<file path="src/rtl/mem_wb_stage_if.sv">
// MEM->WB handshake bundle: upstream valid/ready payload, downstream valid/ready
// result, and the forwarding tap used by the hazard unit.
// master = the surrounding pipeline, slave = the stage register itself.
interface mem_wb_stage_if #(
  parameter int DATA_W     = 32,
  parameter int REG_ADDR_W = 5,
  parameter int IMM_W      = 16
);
  // Upstream side (from the data-memory stage)
  logic                  in_valid;
  logic                  in_ready;
  logic [1:0]            in_RegSrc;
  logic                  in_RegWrite;
  logic [DATA_W-1:0]     in_ALUOut;
  logic [DATA_W-1:0]     in_Mem_dataOut;
  logic [REG_ADDR_W-1:0] in_write_reg_dest;
  logic [IMM_W-1:0]      in_immediate;

  // Downstream side (to the register-file write port)
  logic                  out_valid;
  logic                  out_ready;
  logic                  out_RegWrite;
  logic [REG_ADDR_W-1:0] out_write_reg_dest;
  logic [DATA_W-1:0]     out_wb_data;

  // Forwarding tap
  logic                  fwd_valid;

  modport master (
    output in_valid, in_RegSrc, in_RegWrite, in_ALUOut, in_Mem_dataOut,
           in_write_reg_dest, in_immediate, out_ready,
    input  in_ready, out_valid, out_RegWrite, out_write_reg_dest, out_wb_data,
           fwd_valid
  );

  modport slave (
    input  in_valid, in_RegSrc, in_RegWrite, in_ALUOut, in_Mem_dataOut,
           in_write_reg_dest, in_immediate, out_ready,
    output in_ready, out_valid, out_RegWrite, out_write_reg_dest, out_wb_data,
           fwd_valid
  );
endinterface

</file>
<file path="src/rtl/mem_wb_stage.sv">
// MEM->WB pipeline register with one-entry skid buffer, flush and pre-muxed write-back data.
// Latency: 1 cycle from accept to outputs when the main entry is empty or draining.
// Backpressure: absorbs one extra entry while stalled; in_ready drops only when the skid entry is full.
module mem_wb_stage #(
  parameter int DATA_W         = 32,
  parameter int REG_ADDR_W     = 5,
  parameter int IMM_W          = 16,
  parameter int ZERO_REG_GUARD = 1
) (
  input  logic         clk,
  input  logic         rst,
  input  logic         flush,
  mem_wb_stage_if.slave bus
);

  localparam int EXT_W = DATA_W - IMM_W;

  // One stored entry: write-back value is already selected at capture time,
  // so WB only needs the final value, the enable and the destination.
  typedef struct packed {
    logic                  reg_write;
    logic [REG_ADDR_W-1:0] dest;
    logic [DATA_W-1:0]     wb_data;
  } entry_t;

  entry_t m_q;      // main entry, drives the outputs
  entry_t s_q;      // skid entry, only occupied while M is full and stalled
  logic   m_valid;
  logic   s_valid;

  entry_t cap;      // incoming entry after source select and zero-reg guard
  logic   accept;
  logic   drain;
  logic   in_ready_w;

  logic [DATA_W-1:0] imm_sext;
  logic [DATA_W-1:0] imm_zext;
  logic [DATA_W-1:0] imm_lui;
  logic              dest_is_zero;

  // The skid entry being full is the only reason to refuse input; reset also
  // holds the upstream off so nothing is accepted during the reset cycle.
  assign in_ready_w = ~s_valid & ~rst;
  assign accept     = bus.in_valid & in_ready_w;
  assign drain      = m_valid & bus.out_ready;

  assign imm_sext     = {{EXT_W{bus.in_immediate[IMM_W-1]}}, bus.in_immediate};
  assign imm_zext     = {{EXT_W{1'b0}}, bus.in_immediate};
  assign imm_lui      = imm_zext << 16;
  assign dest_is_zero = (bus.in_write_reg_dest == '0);

  // Build the captured entry: choose the write-back source and suppress
  // writes to r0 when the guard is enabled.
  always_comb begin
    cap = '0;
    cap.dest = bus.in_write_reg_dest;
    cap.reg_write = bus.in_RegWrite & ~((ZERO_REG_GUARD != 0) & dest_is_zero);
    case (bus.in_RegSrc)
      2'd0:    cap.wb_data = bus.in_ALUOut;
      2'd1:    cap.wb_data = bus.in_Mem_dataOut;
      2'd2:    cap.wb_data = imm_sext;
      default: cap.wb_data = imm_lui;
    endcase
  end

  // Main/skid state update. Priority: reset, flush, refill M, overflow to S.
  // S only ever fills while M is full, so M is never empty with S valid and
  // the pair behaves as a strict two-deep FIFO.
  always_ff @(posedge clk) begin
    if (rst) begin
      m_valid <= 1'b0;
      s_valid <= 1'b0;
      m_q     <= '0;
      s_q     <= '0;
    end else if (flush) begin
      // Payload left stale on purpose; it is masked by the valid bits.
      m_valid <= 1'b0;
      s_valid <= 1'b0;
    end else if (!m_valid || drain) begin
      if (s_valid) begin
        // in_ready is low here, so no accept can collide with the S->M move.
        m_q     <= s_q;
        m_valid <= 1'b1;
        s_valid <= 1'b0;
      end else if (accept) begin
        m_q     <= cap;
        m_valid <= 1'b1;
      end else begin
        m_valid <= 1'b0;
      end
    end else if (accept) begin
      s_q     <= cap;
      s_valid <= 1'b1;
    end
  end

  // Outputs come from M only; the write enable is qualified by valid so a
  // stale payload can never trigger a register-file write.
  assign bus.in_ready           = in_ready_w;
  assign bus.out_valid          = m_valid;
  assign bus.out_RegWrite       = m_valid & m_q.reg_write;
  assign bus.out_write_reg_dest = m_q.dest;
  assign bus.out_wb_data        = m_q.wb_data;
  assign bus.fwd_valid          = m_valid & m_q.reg_write & (m_q.dest != '0);

endmodule

</file>
<file path="src/flat_wrapper.sv">
// flat-port wrapper written by rule: the top's interface ports become plain ports
module mem_wb_stage_flat 
#(
  parameter int DATA_W         = 32,
  parameter int REG_ADDR_W     = 5,
  parameter int IMM_W          = 16,
  parameter int ZERO_REG_GUARD = 1
)
  (clk, rst, flush, bus_in_valid, bus_in_RegSrc, bus_in_RegWrite, bus_in_ALUOut, bus_in_Mem_dataOut, bus_in_write_reg_dest, bus_in_immediate, bus_out_ready, bus_in_ready, bus_out_valid, bus_out_RegWrite, bus_out_write_reg_dest, bus_out_wb_data, bus_fwd_valid);
  mem_wb_stage_if #(.DATA_W(DATA_W), .REG_ADDR_W(REG_ADDR_W), .IMM_W(IMM_W)) bus_i ();
  input  logic clk;
  input  logic rst;
  input  logic flush;
  input wire logic [$bits(bus_i.in_valid)-1:0] bus_in_valid;
  input wire logic [$bits(bus_i.in_RegSrc)-1:0] bus_in_RegSrc;
  input wire logic [$bits(bus_i.in_RegWrite)-1:0] bus_in_RegWrite;
  input wire logic [$bits(bus_i.in_ALUOut)-1:0] bus_in_ALUOut;
  input wire logic [$bits(bus_i.in_Mem_dataOut)-1:0] bus_in_Mem_dataOut;
  input wire logic [$bits(bus_i.in_write_reg_dest)-1:0] bus_in_write_reg_dest;
  input wire logic [$bits(bus_i.in_immediate)-1:0] bus_in_immediate;
  input wire logic [$bits(bus_i.out_ready)-1:0] bus_out_ready;
  output wire logic [$bits(bus_i.in_ready)-1:0] bus_in_ready;
  output wire logic [$bits(bus_i.out_valid)-1:0] bus_out_valid;
  output wire logic [$bits(bus_i.out_RegWrite)-1:0] bus_out_RegWrite;
  output wire logic [$bits(bus_i.out_write_reg_dest)-1:0] bus_out_write_reg_dest;
  output wire logic [$bits(bus_i.out_wb_data)-1:0] bus_out_wb_data;
  output wire logic [$bits(bus_i.fwd_valid)-1:0] bus_fwd_valid;
  assign bus_i.in_valid = bus_in_valid;
  assign bus_i.in_RegSrc = bus_in_RegSrc;
  assign bus_i.in_RegWrite = bus_in_RegWrite;
  assign bus_i.in_ALUOut = bus_in_ALUOut;
  assign bus_i.in_Mem_dataOut = bus_in_Mem_dataOut;
  assign bus_i.in_write_reg_dest = bus_in_write_reg_dest;
  assign bus_i.in_immediate = bus_in_immediate;
  assign bus_i.out_ready = bus_out_ready;
  assign bus_in_ready = bus_i.in_ready;
  assign bus_out_valid = bus_i.out_valid;
  assign bus_out_RegWrite = bus_i.out_RegWrite;
  assign bus_out_write_reg_dest = bus_i.out_write_reg_dest;
  assign bus_out_wb_data = bus_i.out_wb_data;
  assign bus_fwd_valid = bus_i.fwd_valid;
  mem_wb_stage #(.DATA_W(DATA_W), .REG_ADDR_W(REG_ADDR_W), .IMM_W(IMM_W), .ZERO_REG_GUARD(ZERO_REG_GUARD)) u_core (.clk(clk), .rst(rst), .flush(flush), .bus(bus_i));
endmodule
</file>
<file path="config.mk">
export PLATFORM = sky130hd
export DESIGN_NAME = mem_wb_stage_flat
export DESIGN_NICKNAME = d
export VERILOG_FILES = /design/src/rtl/mem_wb_stage_if.sv /design/src/rtl/mem_wb_stage.sv /design/src/flat_wrapper.sv
export SDC_FILE = /design/constraint.sdc
export NUM_CORES = 1
export LEC_CHECK = 0
export ABC_AREA = 1
export ABC_CLOCK_PERIOD_IN_PS = 3600
export BUFFER_PORTS_ARGS = -buffer_cell sky130_fd_sc_hd__buf_2
export CAP_MARGIN = 10
export CORE_MARGIN = 2
export CORE_UTILIZATION = 47
export DETAILED_ROUTE_END_ITERATION = 8
export PLACE_DENSITY_LB_ADDON = 0.05
export SLEW_MARGIN = 20
export SYNTH_ARGS = -nofsm -noshare
export SYNTH_HDL_FRONTEND = slang
export SYNTH_SLANG_ARGS = --single-unit
</file>
<file path="constraint.sdc">
create_clock -name clk -period 3.6 [get_ports clk]
set_input_delay 0.18 -clock clk [delete_from_list [all_inputs] [get_ports clk]]
set_output_delay 0.18 -clock clk [all_outputs]
set_load 0.005 [all_outputs]
</file>
==> reports/summary.md <==
### Run status
* **status** complete, no violations

### Clocking
* **PostCTS Resize Cnt** 0
* **total CTS buffers** 9
* **count of hold-fix buffers inserted at cts** 1
* **H-Tree Depth** 3
* **Root Buffer Master** clkbuf_8
* **register clock-pin slew on the reported worst setup and hold paths** 0.08 ns
* **clock insertion delay at the later pin of the skew report** 0.36 ns
* **worst-case clock buffer depth** 2
* **# clock sinks** 78
* **CTS tree** built
* **post-CTS setup buffers** 0

### Place
* **Placer Congestion** 0.800
* **Port-buffer cells** 133
* **dpl ws** 1.20 ns
* **number of cells after detailed placement** 967
* **sum of net half-perimeters after detailed placement** 8510 µm
* **DP Area** 0.00507 mm²

### STA
* **setup TNS after final layout** 0 ns
* **final critical-path setup slack** 1.21 ns
* **RSZ-0062 raised after global routing** false
* **Max Fclk** 0.418 GHz
* **pins over their slew limit** 0
* **setup skew after layout** 0.0129 ns
* **hold violation count in the final report** 0
* **Period minus WS final** 2.39 ns
* **Worst slew margin** 41.9%
* **post-route fraction of the period consumed by the critical path** 66.5%
* **setup violation total in the final timing report** 0
* **slew of the pin with the lowest slew margin** 0.868 ns

### Global route
* **pin count of the biggest net entering global routing** 56
* **vias in the first global route** 4474
* **met3 routing resource usage after global routing** 4.41%
* **grt total ovfl** 0
* **met1 Usage GRT** 31.0%
* **met2 layer usage reported by global route** 38.5%
* **most heavily used metal layer in global routing** met2
* **wire length of the first global-routing pass** 20800 µm
* **Global Route Usage Sum** 23.4%
* **number of antenna violations at the first check in global routing** 0

### Yosys
* **Mapped Cells** 779
* **cells taking the most area after synthesis** dfxtp_1, nand2_1, nand3_1, inv_1, a21oi_1
* **netlist area before placement** 0.00467 mm²
* **Mapped Nets** 872
* **post-synthesis cell type with the largest combined area** dfxtp_1
* **warning count from the yosys run** 0
* **number of distinct library cells after synthesis** 23
* **Seq/Total Area, Yosys** 33.4%
* **number of synthesized register bits** 78
* **syn avg cell area** 6.00 µm²
* **post-synth top area share** 33.4%

### Cells and area
* **finished layout cell area** 0.00525 mm²
* **final-stage net count** 939
* **Finished Core Util** 54.0%
* **non-filler instance count after layout** 984
* **layout overhead on the synthesized area** 12.4%
* **Inserted Diodes** 0
* **fraction of layout cells with a size suffix above 1** 19.7%

### Critical path
* **critical path launch point type** flop
* **required time at the worst-slack endpoint** 3.88 ns
* **internal reg-to-reg setup slack** 1.21 ns
* **data arrival time of the critical path** 2.67 ns
* **endpoint class of the critical path** flop
* **maximum fanout along the worst path** 55
* **critical path class** flop to flop

### Routing
* **number of vias after detailed routing** 4709
* **via-per-instance ratio** 4.79
* **total iterations of the first detailed-routing run** 5
* **total routed wirelength** 12300 µm
* **post-route ant nets** 0
* **Iteration-0 DRC Markers** 232
* **DRC Markers** 0
* **wire per inst** 12.5 µm

### Floorplan
* **Top Ports** 134
* **area of the core** 0.00973 mm²
* **die span in x** 104 µm
* **Initial Utilization** 48.0%
* **number of cell rows** 36
* **total die area** 0.0108 mm²
* **DIE HEIGHT** 104 µm

### Power and ir drop
* **peak ir drop on the vdd network** 0.147 mV
* **power density over the cells** 341 mW/mm²
* **Leakage** 2.99 nW

### Worst hold path
* **Tightest Hold Check Type** input pin to flop

### Flow run
* **# Max-Cap Violations** 0

cell usage after synthesis, drive strengths merged:
| master | instances |
|---|---|
| nand4 | 2 |
| nor2 | 77 |
| or2 | 16 |
| nand2 | 230 |
| clkinv | 1 |
| clkbuf | 16 |
| nor3 | 1 |
| dfxtp | 78 |
| inv | 113 |
| o21ai | 16 |
| a21oi | 66 |
| nand3 | 97 |
| buf | 66 |
registers in the layout, indices dropped and copies added (netlist names):
name / cells
u_core.s_q: 38
u_core.bus.out_valid: 1
u_core.m_q: 1
u_core.bus.out_write_reg_dest: 5
u_core.s_valid: 1
u_core.bus.out_wb_data: 32
path summary, 6_finish.rpt:
path                    endpoint  cells past startpoint            start
setup / recovery  u_core.s_q[14]                      6   u_core.s_valid
hold / removal    u_core.s_q[37]                      3  bus_in_RegWrite
setup reg to reg  u_core.s_q[14]                      6   u_core.s_valid
hold reg to reg    u_core.s_q[2]                      2    u_core.s_q[2]
layout make-up:
cell class                      count  area, µm²
Inverter                          114        430
Timing Repair Buffer              138        718
Tap cell                          133        166
Clock inverter                      5       33.8
Fill cell                        1060       4480
Multi-Input combinational cell    505       2200
Sequential cell                    78       1560
Clock buffer                       11        141
through the flow:
step / hold slack [ns] / total power, mW
2_1_floorplan: 0.257 / 1.11
3_3_place_gp: 0.376 / 1.20
3_5_place_dp: 0.373 / 1.20
4_1_cts: 0.0826 / 1.80
5_1_grt: 0.0926 / 1.88
6_report: 0.103 / 1.79
routing by layer:
metal | vias to the layer above | part of all wire, %
met1 | 2061 | 46
met2 | 152 | 45
met5 | - | 0
li1 | 2475 | -
met3 | 21 | 6.5
met4 | 0 | 2.1
layout by cell type, fill, tap and decap left out, types with 2 or more instances in the layout:
cell type / count
clkbuf_8: 10
or2_1: 10
inv_1: 110
buf_4: 3
nand2_1: 229
nor2_2: 2
nor2_1: 74
a21oi_1: 66
dfxtp_1: 77
clkinvlp_4: 2
nand3_1: 97
clkinv_2: 2
buf_2: 133
o21ai_0: 14
or2_2: 6
inv_2: 2
critical path, stage by stage (launching register included):
cell	delay, ns
dfxtp_2	0.34
buf_4	0.27
nor2_4	0.19
nand4_4	0.64
inv_2	0.61
nand2_1	0.10
a21oi_1	0.14
power by group:
| part | switching [mW] | leakage, nW | internal (mW) |
|---|---|---|---|
| registers | 0.0125 | 0.634 | 0.887 |
| logic | 0.170 | 2.27 | 0.112 |
| clock network | 0.338 | 0.0857 | 0.270 |
| total | 0.520 | 2.99 | 1.27 |
kinds of logic after synthesis:
| family | synth area share, % |
|---|---|
| DFF | 33.4 |
| AOI/OAI and AO/OA | 8.86 |
| and+or+nand+nor | 38.1 |
| buffers and inverters | 19.6 |
Note: power is estimated with default switching activity, not from simulation.
